--- src/rtl/c_arbiter_pkg.sv ---
`default_nettype none
// ============================================================================
// Module   : c_arbiter_pkg
// Purpose  : Shared sizing constants and the clause type for the clause
//            arbiter. The clause source and the downstream clause queues
//            import the same package.
// Contents : OUTPUT_CNT, CLAUSE_WIDTH, ELEMENT_CNT, ELEMENT_BIT_CNT,
//            CNT_BIT, PTR_W, clause_t, sat_count()
// Revision : 1.0 - initial release
// ============================================================================
package c_arbiter_pkg;

  localparam int OUTPUT_CNT      = 4;
  localparam int CLAUSE_WIDTH    = 3;
  localparam int ELEMENT_CNT     = 16;
  localparam int ELEMENT_BIT_CNT = $clog2(ELEMENT_CNT) + 1;  // sign + index
  localparam int CNT_BIT         = $clog2(OUTPUT_CNT) + 1;
  localparam int PTR_W           = $clog2(OUTPUT_CNT);

  typedef logic [CLAUSE_WIDTH*ELEMENT_BIT_CNT-1:0] clause_t;

  // Clamp a bundle count to the number of physical slots.
  function automatic logic [CNT_BIT-1:0] sat_count(input logic [CNT_BIT-1:0] cnt);
    if (cnt > CNT_BIT'(OUTPUT_CNT)) begin
      return CNT_BIT'(OUTPUT_CNT);
    end
    return cnt;
  endfunction

endpackage : c_arbiter_pkg
`default_nettype wire

--- src/rtl/c_arbiter_rotate.sv ---
`default_nettype none
// ============================================================================
// Module   : c_arbiter_rotate
// Purpose  : Assigns a bundle slot index to every queue. The full mask is
//            rotated so the scan start (ptr_i) lands at position 0, an
//            exclusive prefix count of free queues is taken, and the counts
//            are rotated back to queue order.
// Ports    : full_i  - per-queue full flags
//            ptr_i   - scan start queue
//            free_o  - per-queue eligibility (not full)
//            slot_o  - per-queue bundle slot it would receive
// Revision : 1.0 - initial release
// ============================================================================
module c_arbiter_rotate
  import c_arbiter_pkg::*;
(
  input  logic [OUTPUT_CNT-1:0]              full_i,
  input  logic [PTR_W-1:0]                   ptr_i,
  output logic [OUTPUT_CNT-1:0]              free_o,
  output logic [OUTPUT_CNT-1:0][CNT_BIT-1:0] slot_o
);

  logic [OUTPUT_CNT-1:0]              rot_free;
  logic [OUTPUT_CNT-1:0][CNT_BIT-1:0] rot_slot;
  logic [CNT_BIT-1:0]                 run_cnt;

  assign free_o = ~full_i;

  always_comb begin
    rot_free = '0;
    rot_slot = '0;
    slot_o   = '0;
    run_cnt  = '0;
    // Position j of the rotated view is queue (ptr + j) mod OUTPUT_CNT.
    for (int j = 0; j < OUTPUT_CNT; j++) begin
      rot_free[j] = ~full_i[(int'(ptr_i) + j) % OUTPUT_CNT];
    end
    // Exclusive prefix: number of free queues scanned before position j.
    for (int j = 0; j < OUTPUT_CNT; j++) begin
      rot_slot[j] = run_cnt;
      run_cnt     = run_cnt + {{(CNT_BIT-1){1'b0}}, rot_free[j]};
    end
    for (int q = 0; q < OUTPUT_CNT; q++) begin
      slot_o[q] = rot_slot[(q + OUTPUT_CNT - int'(ptr_i)) % OUTPUT_CNT];
    end
  end

endmodule : c_arbiter_rotate
`default_nettype wire

--- src/rtl/c_arbiter_v3.sv ---
`default_nettype none
// ============================================================================
// Module   : c_arbiter_v3
// Purpose  : Clause distribution arbiter. Steers an in-order bundle of up to
//            OUTPUT_CNT clauses onto the non-full downstream queues, starting
//            the scan at a round-robin pointer. Outputs are combinational.
// Ports    : clock, reset       - clock, async active-high reset
//            clause_in          - bundle, slot 0 oldest
//            clause_cnt_in      - valid slots (saturates at OUTPUT_CNT)
//            full_in            - per-queue full flags
//            clause_out         - clause per queue (0 when not granted)
//            clause_accept_out  - number of slots consumed
//            grant_out          - per-queue write enable
// Config   : C_ARBITER_RR_EN defined   -> round-robin start pointer
//            C_ARBITER_RR_EN undefined -> fixed priority from queue 0
// Revision : 1.0 - initial release
// ============================================================================
module c_arbiter_v3
  import c_arbiter_pkg::*;
(
  input  logic                           clock,
  input  logic                           reset,
  input  clause_t [OUTPUT_CNT-1:0]       clause_in,
  input  logic    [CNT_BIT-1:0]          clause_cnt_in,
  input  logic    [OUTPUT_CNT-1:0]       full_in,
  output clause_t [OUTPUT_CNT-1:0]       clause_out,
  output logic    [CNT_BIT-1:0]          clause_accept_out,
  output logic    [OUTPUT_CNT-1:0]       grant_out
);

  logic [PTR_W-1:0]                   ptr;
  logic [CNT_BIT-1:0]                 n_sat;
  logic [OUTPUT_CNT-1:0]              free;
  logic [OUTPUT_CNT-1:0][CNT_BIT-1:0] slot;
  logic [OUTPUT_CNT-1:0]              grant_c;
  clause_t [OUTPUT_CNT-1:0]           clause_c;
  logic [CNT_BIT-1:0]                 accept_c;

  assign n_sat = sat_count(clause_cnt_in);

  c_arbiter_rotate u_rotate (
    .full_i (full_in),
    .ptr_i  (ptr),
    .free_o (free),
    .slot_o (slot)
  );

  // A free queue is granted when its slot index falls inside the bundle.
  // Because slot indices are consecutive over free queues, the granted
  // queues always take slots 0..accept-1 in order.
  always_comb begin
    grant_c  = '0;
    clause_c = '0;
    accept_c = '0;
    for (int q = 0; q < OUTPUT_CNT; q++) begin
      if (free[q] && (slot[q] < n_sat)) begin
        grant_c[q]  = 1'b1;
        clause_c[q] = clause_in[slot[q][PTR_W-1:0]];
        accept_c    = accept_c + CNT_BIT'(1);
      end
    end
  end

`ifdef C_ARBITER_RR_EN
  logic [PTR_W-1:0] ptr_q;
  logic [PTR_W-1:0] ptr_d;

  // The last granted queue in scan order carries slot accept-1; the next
  // scan starts just after it. With no grant the pointer holds.
  always_comb begin
    ptr_d = ptr_q;
    for (int q = 0; q < OUTPUT_CNT; q++) begin
      if (grant_c[q] && (slot[q] == (accept_c - CNT_BIT'(1)))) begin
        ptr_d = PTR_W'((q + 1) % OUTPUT_CNT);
      end
    end
  end

  always_ff @(posedge clock or posedge reset) begin
    if (reset) begin
      ptr_q <= '0;
    end else begin
      ptr_q <= ptr_d;
    end
  end

  assign ptr = ptr_q;
`else
  assign ptr = '0;
`endif

  // Outputs are forced quiet for as long as reset is asserted.
  assign grant_out         = reset ? '0 : grant_c;
  assign clause_out        = reset ? '0 : clause_c;
  assign clause_accept_out = reset ? '0 : accept_c;

endmodule : c_arbiter_v3
`default_nettype wire

--- config.mk ---
export PLATFORM = sky130hd
export DESIGN_NAME = c_arbiter_v3
export DESIGN_NICKNAME = d
export VERILOG_FILES = /design/src/rtl/c_arbiter_pkg.sv /design/src/rtl/c_arbiter_rotate.sv /design/src/rtl/c_arbiter_v3.sv
export SDC_FILE = /design/constraint.sdc
export NUM_CORES = 1
export LEC_CHECK = 0
export CAP_MARGIN = 25
export CELL_PAD_IN_SITES_DETAIL_PLACEMENT = 0
export CELL_PAD_IN_SITES_GLOBAL_PLACEMENT = 1
export CORE_MARGIN = 5
export CORE_UTILIZATION = 23
export DETAILED_ROUTE_END_ITERATION = 7
export GPL_TIMING_DRIVEN = 0
export PLACE_DENSITY_LB_ADDON = 0.05
export SYNTH_ARGS = -nofsm -noshare
export SYNTH_HDL_FRONTEND = slang
export SYNTH_SLANG_ARGS = --single-unit
--- constraint.sdc ---
create_clock -name vclk -period 6.5
set_clock_uncertainty 0.15 [all_clocks]
set_input_delay 1.3 -clock vclk [all_inputs]
set_output_delay 1.3 -clock vclk [all_outputs]
set_load 0.005 [all_outputs]
# Yosys cells after proc, flatten, opt, wreduce, memory -nomap -nowiden
# Cells that the tools add are included.
[totals] register_bits=0 latchBits=0 ramBits=0 rom_bits=0 inputBits=69 output_inout_bits=67 wordCells=45 n_memories=0
[classes] n_addsub=5 multipliers=0 n_div=0 n_lt_le_gt_ge=8 eq_ne=0 shift=0 mux=24 bitwise=4 n_reduce_logical=4
[ops] cell="15-bit 2-to-1 mux" count=8
[ops] cell="15-bit binary-select mux with 2-bit select" count=2
[ops] cell="60-bit 2-to-1 mux" count=1
[ops] cell="3-bit 2-to-1 mux" count=6
[ops] cell="3-bit by 1-bit adder with 3-bit output (second input constant)" count=3
[ops] cell="2-bit by 3-bit less-than comparator with 1-bit output (second input constant)" count=2
[ops] cell="3-bit less-than comparator" count=2
[ops] cell="1-bit 2-to-1 mux" count=6
[ops] cell="1-bit logical AND" count=4
[ops] cell="4-bit 2-to-1 mux" count=1
[ops] cell="4-bit inverter" count=1
[ops] cell="3-bit by 1-bit adder with 3-bit output" count=1
[ops] cell="3-bit > comparator (second input constant)" count=1
[ops] cell="1-bit by 3-bit less-than comparator with 1-bit output" count=1
[ops] cell="1-bit by 3-bit less-than comparator with 1-bit output (first input constant)" count=1
[ops] cell="1-bit by 3-bit less-than comparator with 1-bit output (second input constant)" count=1
[ops] cell="1-bit inverter" count=3
[ops] cell="1-bit by 1-bit adder with 2-bit output" count=1

# Logic depth before layout (Yosys ltp)
# Gate-level depths: netlist (run 1).
[depth] word_depth=13 depth_mapped=12 depth_no_buf=10

# By module
# From an unflattened synthesis (run 1), not the netlist that was laid out.
[unflattened] cells_unflattened=243 hier_area_um2=2627.5
[by_module_without_submodules] module="c_arbiter_v3" n_inst=1 cells_each=194 area_per_inst_um2=2302.2
[by_module_without_submodules] module="c_arbiter_rotate" n_inst=1 cells_each=49 area_per_inst_um2=325.3

# Worst setup path before layout (run 1)
# OpenSTA, ideal clock, no wires.
[synth_path] path_kind="in2out" from="input full_in[0]" to="output clause_accept_out[2]" arrival_ps=4054 setup_slack_ps=996 path_stages=12 path_cell_list="buf_2 buf_1 inv_1 ha_1 ha_1 nor2b_1 a221oi_4 mux2i_1 ha_1 inv_1 a311o_1 a21oi_1"
[synth_via] elab_chain_cells=10
[synth_lines] element="start, declared" line="c_arbiter_v3.sv:25" source="input logic [OUTPUT_CNT-1:0] full_in,"
[synth_lines] element="4-bit inverter" line="c_arbiter_rotate.sv:27" source="assign free_o = ~full_i;"
[synth_lines] element="1-bit logical AND" line="c_arbiter_v3.sv:56" source="if (free[q] && (slot[q] < n_sat)) begin"
[synth_lines] element="1-bit 2-to-1 mux" line="c_arbiter_v3.sv:56"
[synth_lines] element="3-bit by 1-bit adder with 3-bit output" line="c_arbiter_v3.sv:59" source="accept_c = accept_c + CNT_BIT'(1);"
[synth_lines] element="3-bit 2-to-1 mux" line="c_arbiter_v3.sv:56"
[synth_lines] element="3-bit by 1-bit adder with 3-bit output" line="c_arbiter_v3.sv:59"
[synth_lines] element="3-bit 2-to-1 mux" line="c_arbiter_v3.sv:56"
[synth_lines] element="3-bit by 1-bit adder with 3-bit output" line="c_arbiter_v3.sv:59"
[synth_lines] element="3-bit 2-to-1 mux (*)" line="c_arbiter_v3.sv:56"
[synth_lines] element="3-bit 2-to-1 mux (*)" line="c_arbiter_v3.sv:95" source="assign clause_accept_out = reset ? '0 : accept_c;"
[synth_lines] element="end, declared" line="c_arbiter_v3.sv:27" source="output logic [CNT_BIT-1:0] clause_accept_out,"
# Every way passes the cells marked *; elsewhere a longest branch is shown, timed or not.

# Worst setup path after layout (run 1)
# Same ends and word-level chain as after synthesis.

==> metrics.md, run 1 <==
| Metric | Value |
|---|---|
| Clock buffer count in the final layout | `0` |
| Post-Place Cells | `400` |
| Pre-CTS setup slack | `-0.6341 ns` |
| Seq_cells | `0` |
| Worst Tran Pin Value | `0.7074 ns` |
| Commonest non-fill, non-tap cell in the layout | `clkdlybuf4s50_1` |
| Final TNS setup | `0 ns` |
| Layout cells sized above 1 | `14.57%` |
| Core region area | `0.006907 mm^2` |
| Antenna fix cells | `0` |
| Critical Path End Type | `output port` |
| Global-route wire length before repair | `11160 um` |
| CP delay by family, top | `buffers and inverters` |
| Initial antenna violation count | `0` |
| Final hold vios | `0` |
| P per Cell Area | `76.95 mW/mm^2` |
| I/O Pins | `136` |
| Tot GR Track Use | `15.86%` |
| Fin cells | `398` |
| # hold bufs at CTS | `0` |
| Slowest CP cell | `clkdlybuf4s50_1` |
| Routed WL | `7269 um` |
| Kind of critical path | `primary input to output port` |
| Vias in the first global route | `1996` |
| Status | `finished clean` |
| # DRC | `0` |
| CP Buf/Inv Count | `5` |
| Post-synthesis adder-cell area fraction | `8.036%` |
| Worst setup slack after layout | `0.2963 ns` |
| Pin count of the biggest net entering global routing | `19` |
| Total number of vias | `1845` |
| Cell count after synthesis | `169` |
| Starting Density | `23.89%` |
| Post-synthesis cell area | `0.001650 mm^2` |
| Nets@finish | `383` |
| MaxCap Viol Count | `0` |
| Syn Area/Cell | `9.765 um^2` |
| Final ANT Viol Nets | `0` |
| Worst-path cell chain | `clkdlybuf4s50_1, buf_8, inv_1, ha_2, ha_1, nor2b_1, a221oi_4, mux2i_2, ha_1, inv_1, a311o_1, a21oi_1, clkdlybuf4s50_1` |
| CP arrival | `4.75 ns` |
| Hold Crit Class | `primary input to output port` |
| Most frequent cells in the layout | `clkdlybuf4s50_1 (135), nor2b_1 (31), mux4_2 (26)` |
| Die Wd | `94.71 um` |
| Largest family of logic cells by synthesized area | `multiplexers` |
| Final worst-path cycle share | `95.44%` |
| Initial DRT Pass Iterations | `3` |
| Area Growth Syn to Fin | `89.69%` |
| Synth area leader | `mux4_2` |
| Grt ovf | `0` |
| Crit path largest cell delay | `0.55 ns` |
| Setup crit start kind | `primary input` |
| RSZ-0062 raised after global routing | `false` |
| Yosys top cell area share | `35.48%` |
| Compound-Gate Fraction of Synth Area | `5.155%` |
| Leak pwr | `1.185 nW` |
| Mux contribution to synthesized area | `52.16%` |
| Simple-Gate Fraction of Synth Area | `26.08%` |
| Rows | `30` |
| Max transition margin | `52.84%` |
| Worst Path Max Fanout | `18` |
| Setup Buffers After CTS | `0` |
| Reg area | `0 um^2` |
| Placer congestion estimate | `0.8200` |
| Min Hold Slack | `3.485 ns` |
| Wire per inst | `18.26 um` |
| Ys Warns | `0` |
| Die height | `94.71 um` |
| Mapped Nets | `248` |
| Final min period | `6.204 ns` |
| Vias per std cell | `4.636` |
| Slew Limit Fails | `0` |
| Worst VDD drop | `0.02688 mV` |
| Port-buffer cells | `135` |
| Hpwl dp | `5856 um` |
| Die area | `0.008969 mm^2` |
| Post-synthesis xor/xnor area fraction | `0.9856%` |
| Yosys cell types | `27` |
| Worst EP required | `5.05 ns` |
| Setup violators final | `0` |
| Fmax | `161.2 MHz` |
| Largest cells by area after synthesis | `mux4_2 (35%), nor2b_1 (12%), mux2i_1 (10%)` |
| Drt first-iter violations | `36` |
| Register area share after synthesis | `0%` |
[report_power, final]
group,total [mW],leakage (nW),internal [mW],switching (mW)
sequential,0,0,0,0
combinational,0.241,1.18,0.153,0.0883
clock,0,0,0,0
[synth_stat cells]
cell / number
mux2i_1: 17
nor2_1: 19
buf_6: 1
mux4_1: 4
nand2b_4: 2
nand2_1: 2
buf_4: 2
inv_1: 12
a311o_1: 1
xor2_2: 1
fa_1: 1
mux4_2: 26
buf_2: 7
buf_1: 1
nor2b_1: 31
a221oi_4: 1
nor3_1: 1
a21oi_1: 3
and2_1: 15
inv_2: 1
ha_1: 9
nand2b_1: 3
o21a_1: 2
and4bb_2: 1
o21ai_0: 2
clkbuf_1: 3
o2111ai_1: 1
[per-layer routing]
layer | vias to the layer above | GRT usage, % | wire, um
li1 | 892 | - | -
met1 | 903 | 19.51 | 2882
met2 | 50 | 30.89 | 4046
met3 | 0 | 2.151 | 339
met4 | 0 | 0 | 0
met5 | - | 0 | 0
[repair_timing]
action | CTS | global route
endpoints found under the setup margin | 29 | 3
pin swaps | 0 | 1
resized for setup | 1 | 4
endpoints found under the hold margin | 0 | 0
[layout make-up]
cell class / instances / area (um^2)
Fill cell: 710 / 3776
Inverter: 13 / 48.80
Buffer: 12 / 78.83
Multi-Input combinational cell: 142 / 1531
Tap cell: 96 / 120.1
Timing Repair Buffer: 135 / 1351
[cells by family (layout without fill, tap and decap cells)]
| family | after synthesis | in the layout |
|---|---|---|
| xor gates and xnor gates | 1 | 1 |
| buffers and inverters | 27 | 160 |
| AOI/OAI and AO/OA | 10 | 10 |
| adders and majority gates | 10 | 10 |
| muxes | 47 | 47 |
| and+or+nand+nor | 74 | 74 |
[final timing paths]
check               startpoint              endpoint  cells past startpoint
hold / removal    clause_in[7]         clause_out[7]                      3
setup / recovery    full_in[0]  clause_accept_out[2]                     13
[stage by stage]
| step | power (mW) | utilization (%) | instance area (um^2) |
|---|---|---|---|
| final | 0.2409 | 45.33 | 3131 |
| after global routing | 0.2623 | 45.33 | 3131 |
| after CTS | 0.2437 | 45.18 | 3120 |
| after detailed placement | 0.2426 | 45.20 | 3122 |
| after global placement | 0.2436 | 45.20 | 3122 |
| after floorplan | 0.1243 | - | 1650 |
No activity file was read; power rests on OpenSTA's default activity.
==> run 2: changes to the inputs <==
--- a/config.mk
+++ b/config.mk
@@ -12,7 +12,7 @@
 export CORE_UTILIZATION = 23
 export DETAILED_ROUTE_END_ITERATION = 7
 export GPL_TIMING_DRIVEN = 0
-export PLACE_DENSITY_LB_ADDON = 0.05
+export PLACE_DENSITY_LB_ADDON = 0.1
 export SYNTH_ARGS = -nofsm -noshare
 export SYNTH_HDL_FRONTEND = slang
 export SYNTH_SLANG_ARGS = --single-unit
==> metrics.md, run 2 (synthesis gave the netlist of run 1 again) <==
| Metric | Value |
|---|---|
| Worst Tran Pin Value | `0.6813 ns (-0.02613 ns)` |
| Worst-path cell chain | `clkdlybuf4s50_1, buf_6, inv_1, ha_1, ha_1, nor2b_1, a221oi_4, buf_4, xor2_2, ha_1, inv_1, a311o_1, a21oi_1, clkdlybuf4s50_1` |
| Hold EP | `clause_out[2]` |
| Setup crit start kind | `primary input` |
| Slew Limit Fails | `0 (unchanged)` |
| Worst EP required | `5.05 ns (about the same)` |
| Commonest non-fill, non-tap cell in the layout | `clkdlybuf4s50_1` |
| Grt ovf | `0 (unchanged)` |
| Leak pwr | `1.196 nW (+0.91%)` |
| Starting Density | `23.89% (unchanged)` |
| Vias per std cell | `4.683 (+1.0%)` |
| Port-buffer cells | `135 (unchanged)` |
| Die area | `0.008969 mm^2 (unchanged)` |
| CP Depth | `14 (+1)` |
| Fill cells | `676 (-4.8%)` |
| Clock share of power | `0% (unchanged)` |
| Final ANT Viol Nets | `0 (unchanged)` |
| Post-Place Cells | `400 (unchanged)` |
| Drt first-iter violations | `52 (+44%)` |
| Worst Hold Path Cells | `3 (unchanged)` |
| Critical Path End Type | `output port` |
| MaxCap Viol Count | `0 (unchanged)` |
| Layout cells sized above 1 | `14.43% (-0.14 points)` |
| Psw | `0.08742 mW (-0.95%)` |
| Final worst-path cycle share | `97.17% (+1.7 points)` |
| Final hold vios | `0 (unchanged)` |
| Placer congestion estimate | `0.7138 (-13%)` |
| Slowest CP cell | `clkdlybuf4s50_1` |
| Reg area | `0 um^2 (unchanged)` |
| Design area | `0.003139 mm^2 (+0.28%)` |
| Worst VDD drop | `0.03018 mV (+12%)` |
| Min-delay src | `clause_in[2]` |
| Initial DRT Pass Iterations | `4 (+1)` |
| Status | `finished clean` |
| P per Cell Area | `76.56 mW/mm^2 (-0.50%)` |
| Total number of vias | `1878 (+1.8%)` |
| Tot GR Track Use | `15.38% (-0.48 points)` |
| Net Sw Frac | `36.37% (-0.27 points)` |
| Setup violators final | `0 (unchanged)` |
| Kind of critical path | `primary input to output port` |
| Worst setup slack after layout | `0.1837 ns (-0.1126 ns)` |
| Most frequent CP cell | `ha_1` |
| Die Wd | `94.71 um (unchanged)` |
| Area Growth Syn to Fin | `90.22%` |
| Clock buffer count in the final layout | `0 (unchanged)` |
| CP delay by family, top | `buffers and inverters` |
| Rows | `30 (unchanged)` |
| Routed WL | `7252 um (-0.23%)` |
| Tot Pwr | `0.2403 mW (-0.23%)` |
| Seq_cells | `0 (unchanged)` |
| Placed instance area | `0.003122 mm^2 (unchanged)` |
| Nets@finish | `386 (+0.78%)` |
| Max transition margin | `54.58% (+1.7 points)` |
| Crit path largest cell delay | `0.53 ns (-0.02 ns)` |
| Global-route wire length before repair | `10900 um (-2.3%)` |
| Initial antenna violation count | `0 (unchanged)` |
| Pin count of the biggest net entering global routing | `19 (unchanged)` |
| Most frequent cells in the layout | `clkdlybuf4s50_1 (135), nor2b_1 (31), mux4_2 (26)` |
| Combinational share of power | `100.0% (about the same)` |
| Final TNS setup | `0 ns (unchanged)` |
| Die height | `94.71 um (unchanged)` |
| Core region area | `0.006907 mm^2 (unchanged)` |
| Hold Crit Class | `primary input to output port` |
| Antenna fix cells | `0 (unchanged)` |
| Pre-CTS setup slack | `-0.6220 ns (+0.01211 ns)` |
| Final min period | `6.316 ns (+0.1126 ns)` |
| Fmax | `158.3 MHz (-1.8%)` |
| I/O Pins | `136 (unchanged)` |
| # DRC | `0 (unchanged)` |
| Internal Power | `0.1529 mW (+0.20%)` |
| Vias in the first global route | `2012 (+0.80%)` |
| Sequential Power Share | `0% (unchanged)` |
| Wire per inst | `18.08 um (-0.98%)` |
| CP Buf/Inv Count | `6 (+1)` |
| RSZ-0062 raised after global routing | `false` |
| CP arrival | `4.87 ns (+0.12 ns)` |
| Worst Path Max Fanout | `18 (unchanged)` |
| Hpwl dp | `5917 um (+1.0%)` |
| Fin cells | `401 (+0.75%)` |
## run 2: how the worst max path moves through the flow
stage                     startpoint                    to
after global routing      full_in[0]  clause_accept_out[2]
after CTS                 full_in[0]  clause_accept_out[2]
after detailed placement  full_in[0]  clause_accept_out[2]
after global placement    full_in[0]  clause_accept_out[2]
final                     full_in[0]  clause_accept_out[2]
after floorplan           full_in[0]  clause_accept_out[2]
## run 2: repair_timing
item,in CTS,in global routing
gates resized for setup,1,1
pin swaps,0,1
endpoints found under the setup margin,29,1
buffers inserted,0,2
hold buffers,0,0
## run 2: area by class of cell
cell class	count	area, um^2	share of cell area [%]
inverters	13	48.80	1.554
plain buffers	13	78.83	2.511
multi-input cells	142	1525	48.59
repair buffers	137	1366	43.52
well taps	96	120.1	3.826
## run 2: routing by layer
| metal | GRT usage, % | wire length, um | vias up |
|---|---|---|---|
| li1 | - | - | 897 |
| met5 | 0 | 0 | - |
| met2 | 26.66 | 3392 | 100 |
| met1 | 18.48 | 2911 | 873 |
| met4 | 3.486 | 174 | 0 |
| met3 | 4.940 | 774 | 8 |
## run 2: power by group through the flow
stage	logic, mW	clock network [mW]	registers [mW]
after global routing	0.260	0	0
final	0.240	0	0
after CTS	0.242	0	0
after detailed placement	0.242	0	0
after global placement	0.241	0	0
after floorplan	0.124	0	0
## run 2: metrics by stage
stage	hold slack, ns	utilization (%)
2_1_floorplan	2.478	-
3_3_place_gp	3.487	45.20
3_5_place_dp	3.482	45.20
4_1_cts	3.493	45.18
5_1_grt	3.529	45.45
6_report	3.485	45.45
==> run 3: changes to the inputs <==
--- a/config.mk
+++ b/config.mk
@@ -9,7 +9,7 @@
 export CELL_PAD_IN_SITES_DETAIL_PLACEMENT = 0
 export CELL_PAD_IN_SITES_GLOBAL_PLACEMENT = 1
 export CORE_MARGIN = 5
-export CORE_UTILIZATION = 23
+export CORE_UTILIZATION = 25
 export DETAILED_ROUTE_END_ITERATION = 7
 export GPL_TIMING_DRIVEN = 0
 export PLACE_DENSITY_LB_ADDON = 0.1
==> constraint.sdc (replaced) <==
create_clock -name vclk -period 8.1
set_clock_uncertainty 0.15 [all_clocks]
set_input_delay 1.62 -clock vclk [all_inputs]
set_output_delay 1.62 -clock vclk [all_outputs]
set_load 0.005 [all_outputs]
==> metrics.md, run 3 (synthesis gave the netlist of run 1 again) <==
| Metric | Value |
|---|---|
| Wire per inst | `18.38 um (+1.6%)` |
| Die height | `91.25 um (-3.6%)` |
| Worst VDD drop | `0.03106 mV (+2.9%)` |
| Hpwl dp | `5784 um (-2.2%)` |
| Initial DRT Pass Iterations | `4 (unchanged)` |
| # hold bufs at CTS | `0 (unchanged)` |
| Worst Tran Pin Value | `0.7774 ns (+0.09616 ns)` |
| P per Cell Area | `61.85 mW/mm^2 (-19%)` |
| Worst EP required | `6.33 ns (+1.28 ns)` |
| RSZ-0062 raised after global routing | `false` |
| Seq_cells | `0 (unchanged)` |
| Setup crit start kind | `primary input` |
| Rows | `29 (-3.3%)` |
| Slowest CP cell | `buf_1` |
| Kind of critical path | `primary input to output port` |
| Final ANT Viol Nets | `0 (unchanged)` |
| Starting Density | `25.84% (+1.9 points)` |
| Final min period | `7.675 ns` |
| Final worst-path cycle share | `94.75%` |
| Layout cells sized above 1 | `13.82% (-0.61 points)` |
| Port-buffer cells | `135 (unchanged)` |
| Post-Place Cells | `381 (-4.8%)` |
| Pin count of the biggest net entering global routing | `11 (-8)` |
| Final TNS setup | `0 ns (unchanged)` |
| Final hold vios | `0 (unchanged)` |
| Antenna fix cells | `0 (unchanged)` |
| Area Growth Syn to Fin | `87.72%` |
| Vias per std cell | `4.829 (+3.1%)` |
| Commonest non-fill, non-tap cell in the layout | `clkdlybuf4s50_1` |
| Clock buffer count in the final layout | `0 (unchanged)` |
| CP arrival | `5.91 ns (+1.04 ns)` |
| Setup Buffers After CTS | `0 (unchanged)` |
| Reg area | `0 um^2 (unchanged)` |
| Most frequent cells in the layout | `clkdlybuf4s50_1 (135), nor2b_1 (31), mux4_2 (26)` |
| Fmax | `130.3 MHz` |
| Met1 usage | `19.73% (+1.3 points)` |
| Placer congestion estimate | `0.7504 (+5.1%)` |
| Slew Limit Fails | `0 (unchanged)` |
| Placed instance area | `0.003098 mm^2 (-0.76%)` |
| Grt ovf | `0 (unchanged)` |
| Utilization of the core after routing | `48.51% (+3.1 points)` |
| Fill cells | `623 (-7.8%)` |
| Status | `finished clean` |
| Hold Crit Class | `primary input to output port` |
| Worst setup slack after layout | `0.4250 ns (+0.2413 ns)` |
| Design area | `0.003098 mm^2 (-1.3%)` |
| CP delay by family, top | `buffers and inverters` |
| Die area | `0.008327 mm^2 (-7.2%)` |
| Initial antenna violation count | `0 (unchanged)` |
| Die Wd | `91.25 um (-3.6%)` |
| Pre-CTS setup slack | `0.4039 ns (+1.026 ns)` |
| Worst-path cell chain | `clkdlybuf4s50_1, buf_2, buf_1, inv_1, ha_1, ha_1, nor2b_1, a221oi_4, mux2i_1, ha_1, inv_1, a311o_1, a21oi_1, clkdlybuf4s50_1` |
| Fin cells | `381 (-5.0%)` |
| I/O Pins | `136 (unchanged)` |
| Core region area | `0.006386 mm^2 (-7.5%)` |
| Most frequent CP cell | `ha_1` |
| Post-CTS sizing | `0 (-1)` |
| Max transition margin | `48.17% (-6.4 points)` |
| Met3 GRT Util | `3.719% (-1.2 points)` |
| MaxCap Viol Count | `0 (unchanged)` |
| Drt first-iter violations | `36 (-31%)` |
| Leak pwr | `1.185 nW (-0.92%)` |
| Routed WL | `7001 um (-3.5%)` |
| Nets@finish | `385 (-0.26%)` |
| Setup violators final | `0 (unchanged)` |
| Vias in the first global route | `2014 (+0.099%)` |
| CP Buf/Inv Count | `6 (unchanged)` |
| Crit path largest cell delay | `0.63 ns (+0.10 ns)` |
| Critical Path End Type | `output port` |
| Gr busiest metal | `met2` |
| Total number of vias | `1840 (-2.0%)` |
| # DRC | `0 (unchanged)` |
| Tot GR Track Use | `16.37% (+1.0 points)` |
| Global-route wire length before repair | `11190 um (+2.7%)` |
| GR Util met2 | `31.31% (+4.7 points)` |
| Worst Path Max Fanout | `10 (-8)` |
[run 3: tightest hold or removal path, delay by kind of cell]
kind          cells  cell delay [ns]
buf+inv           2             0.89
simple gates      1             0.15
[run 3: layout make-up]
| type | instances | area, um^2 | area share (%) |
|---|---|---|---|
| well taps | 77 | 96.34 | 3.110 |
| multi-input cells | 142 | 1525 | 49.23 |
| inverters | 13 | 48.80 | 1.575 |
| repair buffers | 135 | 1351 | 43.62 |
| plain buffers | 14 | 76.32 | 2.464 |
[run 3: worst paths after layout]
kind | endpoint | cells after the start | from
hold / removal | clause_out[0] | 3 | clause_in[0]
setup / recovery | clause_accept_out[2] | 14 | full_in[0]
[run 3: metal layers]
layer | up-vias | share of wire (%) | wire [um]
li1 | 890 | - | -
met1 | 894 | 40 | 2780
met2 | 56 | 54 | 3763
met3 | 0 | 6.5 | 456
met4 | 0 | 0 | 0
met5 | - | 0 | 0
[run 3: power by group]
part           internal, mW  switching [mW]
sequential                0               0
clock                     0               0
combinational         0.122          0.0700
total                 0.122          0.0700
[run 3: metrics by stage]
| step | hold slack, ns | power [mW] |
|---|---|---|
| floorplan | 3.118 | 0.09975 |
| global placement | 4.127 | 0.1928 |
| detailed placement | 4.132 | 0.1941 |
| CTS | 4.138 | 0.1951 |
| global route | 4.158 | 0.2088 |
| finish | 4.129 | 0.1916 |
